File: src/rtl/out_bank_sequencer.sv
// Read-out sequencer for the 16-bank result memory: walks address-major/bank-minor,
// drives the 16:1 mux select and streams words through a 2-entry output buffer.
`ifndef D_width
`define D_width 16
`endif

module out_bank_sequencer #(
    parameter int DEPTH  = 64,
    parameter int ADDR_W = 6
) (
    input  logic                clk,
    input  logic                rst,
    input  logic                start,
    output logic                busy,
    output logic                done,
    output logic                rd_en,
    output logic [ADDR_W-1:0]   rd_addr,
    output logic [4:0]          sel_out,
    input  logic [`D_width-1:0] mux_q,
    output logic                out_valid,
    output logic [`D_width-1:0] out_data,
    output logic                out_last,
    input  logic                out_ready
);

    localparam logic [1:0] S_IDLE  = 2'd0;
    localparam logic [1:0] S_RUN   = 2'd1;
    localparam logic [1:0] S_DRAIN = 2'd2;
    localparam logic [ADDR_W-1:0] ADDR_LAST = ADDR_W'(DEPTH - 1);

    logic [1:0]          state;
    logic [3:0]          bank_cnt;
    logic [ADDR_W-1:0]   addr_cnt;
    logic                inflight;
    logic                inflight_last;
    logic [`D_width-1:0] buf_data [2];
    logic [1:0]          buf_last;
    logic                rd_ptr;
    logic                wr_ptr;
    logic [1:0]          count;
    logic                pop;
    logic                issue_last;
    logic                finish;

    assign out_valid  = (count != 2'd0);
    assign out_data   = buf_data[rd_ptr];
    assign out_last   = out_valid && buf_last[rd_ptr];
    assign pop        = out_valid && out_ready;
    assign busy       = (state != S_IDLE);
    assign rd_addr    = addr_cnt;
    assign issue_last = (bank_cnt == 4'hf) && (addr_cnt == ADDR_LAST);
    assign finish     = (state == S_DRAIN) && pop && buf_last[rd_ptr];

    // Buffered plus in-flight words never exceed the two buffer slots; a pop this
    // cycle frees a slot immediately so rd_en can reassert without a bubble.
    assign rd_en = (state == S_RUN) &&
                   (({1'b0, count} + {2'b00, inflight}) < (3'd2 + {2'b00, pop}));

    always_ff @(posedge clk) begin
        if (rst) begin
            state         <= S_IDLE;
            bank_cnt      <= 4'd0;
            addr_cnt      <= '0;
            sel_out       <= 5'd0;
            inflight      <= 1'b0;
            inflight_last <= 1'b0;
            done          <= 1'b0;
        end else begin
            done          <= finish;
            inflight      <= rd_en;
            inflight_last <= rd_en && issue_last;
            case (state)
                S_IDLE: begin
                    if (start) begin
                        state    <= S_RUN;
                        bank_cnt <= 4'd0;
                        addr_cnt <= '0;
                    end
                end
                S_RUN: begin
                    if (rd_en) begin
                        sel_out <= {1'b0, bank_cnt};
                        // Counters stop on the final read so rd_addr holds afterwards.
                        if (issue_last) begin
                            state <= S_DRAIN;
                        end else begin
                            bank_cnt <= bank_cnt + 4'd1;
                            if (bank_cnt == 4'hf) begin
                                addr_cnt <= addr_cnt + 1'b1;
                            end
                        end
                    end
                end
                S_DRAIN: begin
                    if (finish) begin
                        state <= S_IDLE;
                    end
                end
                default: state <= S_IDLE;
            endcase
        end
    end

    always_ff @(posedge clk) begin
        if (rst) begin
            count       <= 2'd0;
            rd_ptr      <= 1'b0;
            wr_ptr      <= 1'b0;
            buf_last    <= 2'b00;
            buf_data[0] <= '0;
            buf_data[1] <= '0;
        end else begin
            if (inflight) begin
                buf_data[wr_ptr] <= mux_q;
                buf_last[wr_ptr] <= inflight_last;
                wr_ptr           <= ~wr_ptr;
            end
            if (pop) begin
                rd_ptr <= ~rd_ptr;
            end
            case ({inflight, pop})
                2'b10:   count <= count + 2'd1;
                2'b01:   count <= count - 2'd1;
                default: count <= count;
            endcase
        end
    end

endmodule

File: config.mk
export PLATFORM = sky130hd
export DESIGN_NAME = out_bank_sequencer
export DESIGN_NICKNAME = d
export VERILOG_FILES = /design/src/rtl/out_bank_sequencer.sv
export SDC_FILE = /design/constraint.sdc
export NUM_CORES = 1
export LEC_CHECK = 0
export CAP_MARGIN = 40
export CORE_AREA = 3 3 103 96
export DETAILED_ROUTE_END_ITERATION = 8
export DIE_AREA = 0 0 106 99
export PLACE_DENSITY = 0.55
export SLEW_MARGIN = 20
export SYNTH_ARGS = -nofsm -noshare
export SYNTH_HDL_FRONTEND = slang
export SYNTH_SLANG_ARGS = --single-unit
File: constraint.sdc
create_clock -name clk -period 1.9 [get_ports clk]
set_input_delay 0.38 -clock clk [delete_from_list [all_inputs] [get_ports clk]]
set_output_delay 0.38 -clock clk [all_outputs]
set_load 0.05 [all_outputs]
* Yosys cells after proc, flatten, opt, wreduce, memory -nomap -nowiden
Memories as Yosys holds them, arrays and structs flattened. A register that Yosys moved wholly into a read port is not among the register bits.
Index checks and enable logic that the tools add are counted.
W data, S select, Z words.
** Storage, ports and cells
- Flip-flop bits (word level) :: 25
- RAM bits :: 32
- Bits of input ports :: 20
- Output and inout port bits :: 32
- Word-level logic and storage cells :: 84
- Memories kept :: 1
** Cells by class
- $add $sub $neg :: 6
- Order comparisons :: 4
- Equality and inequality tests :: 12
- Multiplexer cells :: 30
- Bitwise gates (word level) :: 2
- Reductions and logical operators :: 18
** Memories
- buf_data :: words 2, bits a word 16, read ports 1, clocked after memory_dff 1, write ports 2, RTL line 36 : logic [`D_width-1:0] buf_data [2];
** Operator list (count)
- $mux W6 :: 4
- $mux W16 :: 1
- $reduce_or A16 Y1 :: 1
- $mux W1 :: 12
- $mux W4 :: 3
- $pmux W6 S2 :: 1
- $ne A2 B2 Y1 const B :: 5
- $logic_and A1 B1 Y1 :: 8
- $mux W2 :: 4
- $pmux W4 S2 :: 1
- $reduce_and A4 Y1 :: 2
- $reduce_bool A2 Y1 :: 4
- $add A6 B1 Y6 const B :: 1
- $eq A6 B6 Y1 const B :: 1
- $pmux W2 S3 :: 1
- $reduce_and A5 Y1 :: 1
- $add A4 B1 Y4 const B :: 1
- $eq A2 B1 Y1 const B :: 2
- $eq A2 B2 Y1 const B :: 2
- $eq A4 B4 Y1 const B :: 1
- $lt A1 B2 Y1 const B :: 2
- $pmux W2 S2 :: 1
- $add A2 B1 Y3 :: 1
- $add A2 B1 Y3 const A :: 1
- 10 further kinds :: 11

* Depth between registers and ports, before layout
Gate-level depths: netlist of run 1.
- Word-level depth :: 7
- Depth in mapped cells :: 7
- Gate-level depth less buffers :: 7

* Least setup slack after synthesis of run 1
No wires, ideal clock.
- Path kind :: reg2reg
- Start point :: register addr_cnt[0], in the netlist rd_addr[0]
- End point :: register addr_cnt[3], in the netlist rd_addr[3]
- Arrival time :: 1803 ps
- Path slack :: -62 ps
- Stages on the path, launching flop included :: 7
- Cell sequence :: dfxtp_1 -> ha_1 -> nand4_1 -> o21a_1 -> and3_1 -> a41oi_1 -> a311oi_1
** Between the ends
- Longest elaborated chain between the ends :: 5
- Elaborated cells on any way between the ends :: 9
** Ends and longest elaborated chain
- start: declaration :: RTL line 33 : logic [ADDR_W-1:0] addr_cnt;
- start signal: assignment :: RTL line 89 : addr_cnt <= addr_cnt + 1'b1;
- $add A6 B1 Y6 :: RTL line 89
- $mux W6 :: RTL line 88 : if (bank_cnt == 4'hf) begin
- $mux W6 :: RTL line 84 : if (issue_last) begin
- $mux W6 :: RTL line 81 : if (rd_en) begin
- $pmux W6 S2 :: RTL line 72 : case (state)
Several ways; a longest one is shown, not always the timed one. The select of a mux whose other input is x is not followed.
A chain may end at the register's enable or synchronous reset.

* Final worst setup path of run 1
- Start point :: register inflight
- End point :: output port rd_en
** Between the ends
- Longest elaborated chain between the ends :: 3
** Ends and longest elaborated chain
- start: declaration :: RTL line 34 : logic inflight;
- start signal: assignment :: RTL line 70 : inflight <= rd_en;
- $add A2 B1 Y3 :: RTL line 57 : (({1'b0, count} + {2'b00, inflight}) < (3'd2 + {2'b00, pop}));
- $lt A3 B3 Y1 :: RTL line 57
- $logic_and A1 B1 Y1 :: RTL line 56 : assign rd_en = (state == S_RUN) &&
- end: declaration :: RTL line 16 : output logic rd_en,
Every way passes these cells.

==> impl_metrics.csv, run 1 <==
group,metric,value,unit
clock_tree,cts.hold.buffers_added,0,
yosys,postSynthAreaPerCell,11.60,sq um
sta,setup_viol,0,
yosys,synth_xor_area_share,1.325,%
yosys,synth_compound_area_share,9.371,%
setup_path,arrival,1480,ps
layout,multi_input_area,1125,sq um
route,route.met2.wl,2.696,mm
die,design.core.area,8919,sq um
sta,setup_tns,0,ps
layout,fillCellCount,909,
yosys,synth_seq_cells,58,
sta,max_freq,0.5385,GHz
global_route,grt_max_degree,18,
global_route,grt.overflow.total,0,
pwr,p_leak,0.001403,uW
yosys,ys_types,47,
run_status,status,"complete, no violations",
global_route,grt_pass1_wl,9.660,mm
route,drc,0,
route,wl_met3,298,microns
sta,drv_slew,0,
place,port_buffers,50,
route,viasPerCell,4.580,
setup_path,r2r_end,"rd_addr[3]",
clock_tree,cts_tree,"done",
sta,period_minus_slack,1857,ps
global_route,track_usage,11.66,%
yosys,synth_top_family_by_area,"simple AND/OR/NAND/NOR gates",
place,dp_hpwl,3.858,mm
clock_tree,clk-insertion-delay-late,340,ps
yosys,synthFlopType,"edfxtp_1",
sta,finalCritPeriodShare,97.74,%
setup_path,crit_start,"inflight",
setup_path,required,1520,ps
sta,worst_pin_slew,508.7,ps
sta,hold_viol,0,
route,routedWlPerCell,13.74,microns
layout,area_growth,38.29,%
route,drt_iter0_markers,65,
clock_tree,clk_pin_slew_worst_paths,70,ps
yosys,synth-edff-count,32,
min_path,min_from,"inflight_last",
clock_tree,cts-root-buf,"clkbuf_8",
yosys,syn-num-nets,253,
min_path,min_path_type,"reg2reg",
global_route,first_global_vias,1990,
die,die_area,10490,sq um
setup_path,r2r_cells,6,
clock_tree,cts_buffer_depth,2,
yosys,synth.mux.area_fraction,8.708,%
route,num_vias,1951,
yosys,synthSimpleGateAreaFrac,19.12,%
route,antenna_left,0,
sta,grt_setup_unrepaired,"no",
layout,layout.nets,324,
clock_tree,clock_sinks,58,
sta,max-slew-margin-rel,65.98,%
setup_path,cp-start-kind,"flip-flop",
setup_path,rr_startpoint,"bank_cnt[1]",
pwr,ir_drop,370.9,uV
layout,antennaDiodeCount,0,
global_route,antenna_found_initial,0,
layout,drive_above_1_share,32.89,%
route,first_pass_iters,4,
layout,regArea,1490,sq um
place,gp_congestion,0.7609,
die,die_w,106,microns
die,io_pins,52,
setup_path,crit_type,"reg2out",
run,maxCapViolCount,0,
yosys,async_flop_share,0,%
yosys,synthCells,228,
yosys,syn_area,2644,sq um
place,place_worst_setup_slack,-20.24,ps
pwr,pwr_density_cell,1046,nW/um^2
clock_tree,numCtsBuffers,9,
setup_path,crit_path_end,"rd_en",
clock_tree,htree_levels,3,
sta,finClkSkew,8.830,ps
route,met1_length,2.811,mm
setup_path,reg2reg_slack,160,ps
yosys,synthAdderAreaFrac,2.366,%
route,topRoutingLayerUsed,"met4",
die,die_h,99,microns
sta,fin_ws,42.98,ps
setup_path,end_kind,"output port",
route,drt-total-wl,5.853,mm
die,num_rows,33,
yosys,synth_warnings,0,
yosys,ys_seq_area_share,56.03,%
die,initial_utilization,29.64,%
setup_path,path_max_fanout,3,
power by group:
part           internal [uW]  switching [uW]  leakage [uW]
sequential              1410            46.4      0.000547
clock                    613             555     0.0000885
combinational            511             687      0.000768
total                   2540            1290       0.00140
registers in the layout, summed over array words and instances, names as in the netlist, 2 cells and up, named ones only:
name      flops
sel_out       4
bank_cnt      4
rd_addr       6
count         2
buf_last      2
state         2
buf_data     32
critical path, stage by stage, from the launching register on:
cell and delay, ps:
dfxtp_4 360, ha_4 160, ha_4 280, o21ai_4 60, nand2_2 90, inv_4 50
buf_12 140
timing repair:
item / in CTS / in global routing
pin swaps: 2 / 1
gates resized for setup: 9 / 3
setup endpoints to repair: 1 / 4
hold endpoints to repair: 0 / 0
setup buffers: 2 / 1
how the worst min path moves through the flow:
| stage | endpoint | slack [ps] | depth (start not counted) |
|---|---|---|---|
| floorplan | buf_last[0] | 420 | 2 |
| global placement | buf_last[1] | 440 | 2 |
| detailed placement | buf_last[0] | 460 | 2 |
| CTS | buf_last[1] | 460 | 2 |
| global route | buf_last[0] | 500 | 2 |
| finish | buf_last[1] | 470 | 2 |
area by class of cell:
| type | instances | share of cell area [%] |
|---|---|---|
| Tap cell | 122 | 4.175 |
| Clock inverter | 7 | 2.122 |
| Clock buffer | 9 | 3.388 |
| Inverter | 10 | 1.095 |
| Timing Repair Buffer | 69 | 17.69 |
| Sequential cell | 58 | 40.76 |
| Multi-Input combinational cell | 151 | 30.77 |
routing by layer:
metal / track usage [%] / up-vias
met5: 0 / -
met4: 3.287 / 0
met3: 3.405 / 5
met2: 19.17 / 49
met1: 15.00 / 941
li1: - / 956
cell usage in the layout (no fill, tap or decap), types with 5 or more instances in the layout:
cell / n
a311oi_1: 5
nand3_1: 10
o21ai_0: 5
clkdlybuf4s50_1: 20
clkbuf_8: 9
mux2_2: 16
a21oi_1: 6
nor2_1: 15
nand2_1: 8
mux2i_1: 5
nand2b_1: 6
and2_1: 32
buf_12: 6
dfxtp_1: 21
inv_1: 9
edfxtp_1: 32
buf_4: 42
cell usage after synthesis (all sizes together), types with 2 or more instances:
master   n  area (sq um)
nand2    9         36.29
xor2     2         17.52
o21ai    7         50.05
nor2    16         62.56
nand3   12         77.58
inv     10         37.53
clkbuf   5         18.77
edfxtp  32         960.9
nor4     2         12.51
buf      4         21.27
ha       5         62.56
nand2b   6         37.54
a21oi    7         38.79
o21a     2         22.52
and2    32         200.2
mux2    16         180.2
and3     2         12.51
nor3     4         20.02
a311oi   5         43.79
xnor2    2         17.52
a21o     2         15.01
mux2i    5         50.05
dfxtp   26         520.5
nand4    3         18.77
cell families after synthesis:
group	count (synthesis)
XOR/XNOR	4
AND/OR/NAND/NOR	90
other	1
multiplexers	21
flip-flops	58
adder cells (fa/ha/maj)	5
buffers and inverters	19
AO/OA/AOI/OAI	30
through the flow:
step,utilization [%],hold WS [ps],instances,power (uW),instance area [sq um]
after global routing,40.99,504.5,426,4000,3656
after CTS,40.81,459.9,425,3868,3640
final,40.99,468.1,426,3825,3656
after floorplan,-,424.9,228,2230,2646
after detailed placement,37.89,458.2,407,2628,3379
after global placement,37.89,438.3,407,2622,3379
Note: power is estimated with default switching activity, not from simulation.
==> run 2, diff against run 1 <==
--- a/config.mk
+++ b/config.mk
@@ -5,10 +5,11 @@
 export SDC_FILE = /design/constraint.sdc
 export NUM_CORES = 1
 export LEC_CHECK = 0
+export ABC_AREA = 1
 export CAP_MARGIN = 40
-export CORE_AREA = 3 3 103 96
+export CORE_AREA = 3 3 106 98
 export DETAILED_ROUTE_END_ITERATION = 8
-export DIE_AREA = 0 0 106 99
+export DIE_AREA = 0 0 109 101
 export PLACE_DENSITY = 0.55
 export SLEW_MARGIN = 20
 export SYNTH_ARGS = -nofsm -noshare
==> impl_metrics.csv, run 2 <==
group,metric,value,unit
run_status,status,"complete, no violations",
layout,largest_register_ffs,32,
die,die_area,11010,sq um
layout,fillCellCount,944,
sta,max_freq,0.5484,GHz
die,die_h,101,microns
yosys,ys_top_cells_by_area,"edfxtp_1, dfxtp_1, nor2_1",
die,io_pins,52,
route,drc,0,
setup_path,cp-start-kind,"flip-flop",
yosys,yosys.area.top_type,"edfxtp_1",
yosys,synth.top_cell.area_share,34.56,%
route,drt_iter0_markers,64,
clock_tree,cts_tree,"done",
setup_path,crit_type,"reg2out",
setup_path,required,1520,ps
place,placed_cell_area,3466,sq um
layout,final_cell_mix,"nor2_1, buf_4, nand2_1",
sta,setup_viol,0,
yosys,ys_types,32,
yosys,yosysMostFrequentCell,"nor2_1",
pwr,p_leak,0.001636,uW
clock_tree,clk_pin_slew_worst_paths,70,ps
setup_path,critPathMostFrequentCell,"ha_4",
die,die_w,109,microns
place,dp_hpwl,4.079,mm
die,initial_utilization,29.31,%
pwr,ir_drop,360.0,uV
setup_path,arrival,1440,ps
setup_path,path_cells,"ha_4, ha_4, inv_1, nand3_4, inv_4, buf_12",
setup_path,end_kind,"output port",
place,place_worst_setup_slack,62.01,ps
yosys,syn-num-nets,316,
die,num_rows,34,
min_path,min_path_type,"reg2reg",
global_route,first_global_vias,1977,
yosys,synth_seq_cells,58,
route,first_pass_iters,4,
clock_tree,cts.hold.buffers_added,0,
yosys,synthFlopType,"edfxtp_1",
run,maxCapViolCount,0,
min_path,min_from,"sel_out[2]",
pwr,p_total,4210,uW
layout,layout.nets,386,
route,antenna_left,0,
clock_tree,numCtsBuffers,9,
yosys,ys_top_cells_by_count,"nor2_1, nand2_1, inv_1",
layout,final_util,40.32,%
yosys,synth_warnings,0,
sta,finalCritPeriodShare,95.97,%
place,gp_congestion,0.8230,
clock_tree,cts-root-buf,"clkbuf_8",
clock_tree,cts_buffer_depth,2,
place,port_buffers,50,
route,routedWlPerCell,11.69,microns
yosys,synthCells,291,
global_route,grt_max_degree,17,
pwr,pwr_density_cell,1101,nW/um^2
clock_tree,clk-insertion-delay-late,330,ps
global_route,antenna_found_initial,0,
sta,period_minus_slack,1823,ps
yosys,async_flop_share,0,%
setup_path,crit_start,"count[0]",
sta,fin_ws,76.57,ps
sta,drv_slew,0,
sta,hold_viol,0,
setup_path,cpMaxStageDelayCell,"dfxtp_4",
layout,fin_area,3825,sq um
setup_path,cp_slowest_stage_delay,350,ps
global_route,grt_pass1_wl,9.508,mm
global_route,track_usage,11.12,%
yosys,ys_seq_area_share,53.29,%
layout,layout_commonest_cell,"nor2_1",
setup_path,rr_startpoint,"count[0]",
route,drt-total-wl,5.751,mm
clock_tree,htree_levels,3,
route,num_vias,2095,
yosys,synth-edff-count,32,
setup_path,path_max_fanout,2,
route,viasPerCell,4.258,
yosys,syn_area,2780,sq um
layout,antennaDiodeCount,0,
sta,finClkSkew,11.34,ps
layout,top_register,"buf_data",
layout,drive_above_1_share,32.51,%
die,design.core.area,9487,sq um
global_route,grt.overflow.total,0,
sta,holdWs,470.9,ps
layout,area_growth,37.58,%
yosys,postSynthAreaPerCell,9.554,sq um
clock_tree,clock_sinks,58,
## run 2: final timing paths
path                            slack [ps]    endpoint  depth (start not counted)
worst max-delay path                    80       rd_en                          6
worst min-delay path                   470  sel_out[2]                          2
worst max register to register         140  rd_addr[2]                         14
worst min register to register         470  sel_out[2]                          2
## run 2: kinds of logic after synthesis
logic type | count (synthesis) | share of synthesized area, %
multiplexers | 16 | 6.481
other | 1 | 0.1349
flip-flops | 58 | 53.29
adder cells (fa/ha/maj) | 5 | 2.250
AND/OR/NAND/NOR | 128 | 24.21
buffers and inverters | 52 | 7.560
AO/OA/AOI/OAI | 31 | 6.076
## run 2: where the power goes
| part | total, uW | internal (uW) | switching [uW] |
|---|---|---|---|
| Clock | 1410 | 882 | 530 |
| Sequential | 1510 | 1440 | 70.5 |
| Combinational | 1290 | 474 | 815 |
## run 2: critical path, delay by kind of cell, from the launching register on
family                   cells  cell delay, ps
flip-flops                   1             350
adder cells (fa/ha/maj)      2             300
AND/OR/NAND/NOR              1             110
buffers and inverters        3             350
## run 2: final cells by class
class / instances / area, sq um / area share, %
Clock buffer: 9 / 123.9 / 3.238
Multi-Input combinational cell: 181 / 1147 / 30.00
Sequential cell: 58 / 1490 / 38.96
Tap cell: 126 / 157.7 / 4.122
Inverter: 45 / 171.4 / 4.482
Timing Repair Buffer: 66 / 609.3 / 15.93
Clock inverter: 7 / 125.1 / 3.271
## run 2: per-stage QoR
| stage | setup TNS [ps] | std cells |
|---|---|---|
| 2_1_floorplan | 0 | 291 |
| 3_3_place_gp | 0 | 471 |
| 3_5_place_dp | 0 | 471 |
| 4_1_cts | 0 | 493 |
| 5_1_grt | -1.117 | 492 |
| 6_report | 0 | 492 |
## run 2: repair_timing
| action | CTS | global route |
|---|---|---|
| buffers inserted | 6 | 0 |
| endpoints found under the setup margin | 1 | 19 |
| gates resized for setup | 9 | 8 |
| hold endpoints to repair | 0 | 0 |
| pin swaps | 3 | 6 |
## run 2: metal layers
layer  routed length (microns)  track usage [%]  share of wire [%]  vias to the layer above
met5                         0                0                  0                        -
met4                        19            2.913               0.33                        0
met3                       383            4.612                6.7                        2
met2                      2671            17.37                 46                       51
met1                      2677            14.21                 47                      964
li1                          -                -                  -                     1078
==> run 3, diff against run 2 <==
--- a/config.mk
+++ b/config.mk
@@ -8,6 +8,7 @@
 export ABC_AREA = 1
 export CAP_MARGIN = 40
 export CORE_AREA = 3 3 106 98
+export CTS_CLUSTER_DIAMETER = 80
 export DETAILED_ROUTE_END_ITERATION = 8
 export DIE_AREA = 0 0 109 101
 export PLACE_DENSITY = 0.55
==> results of run 3 <==
The final DEF is identical to that of run 2; final timing and power are the same.
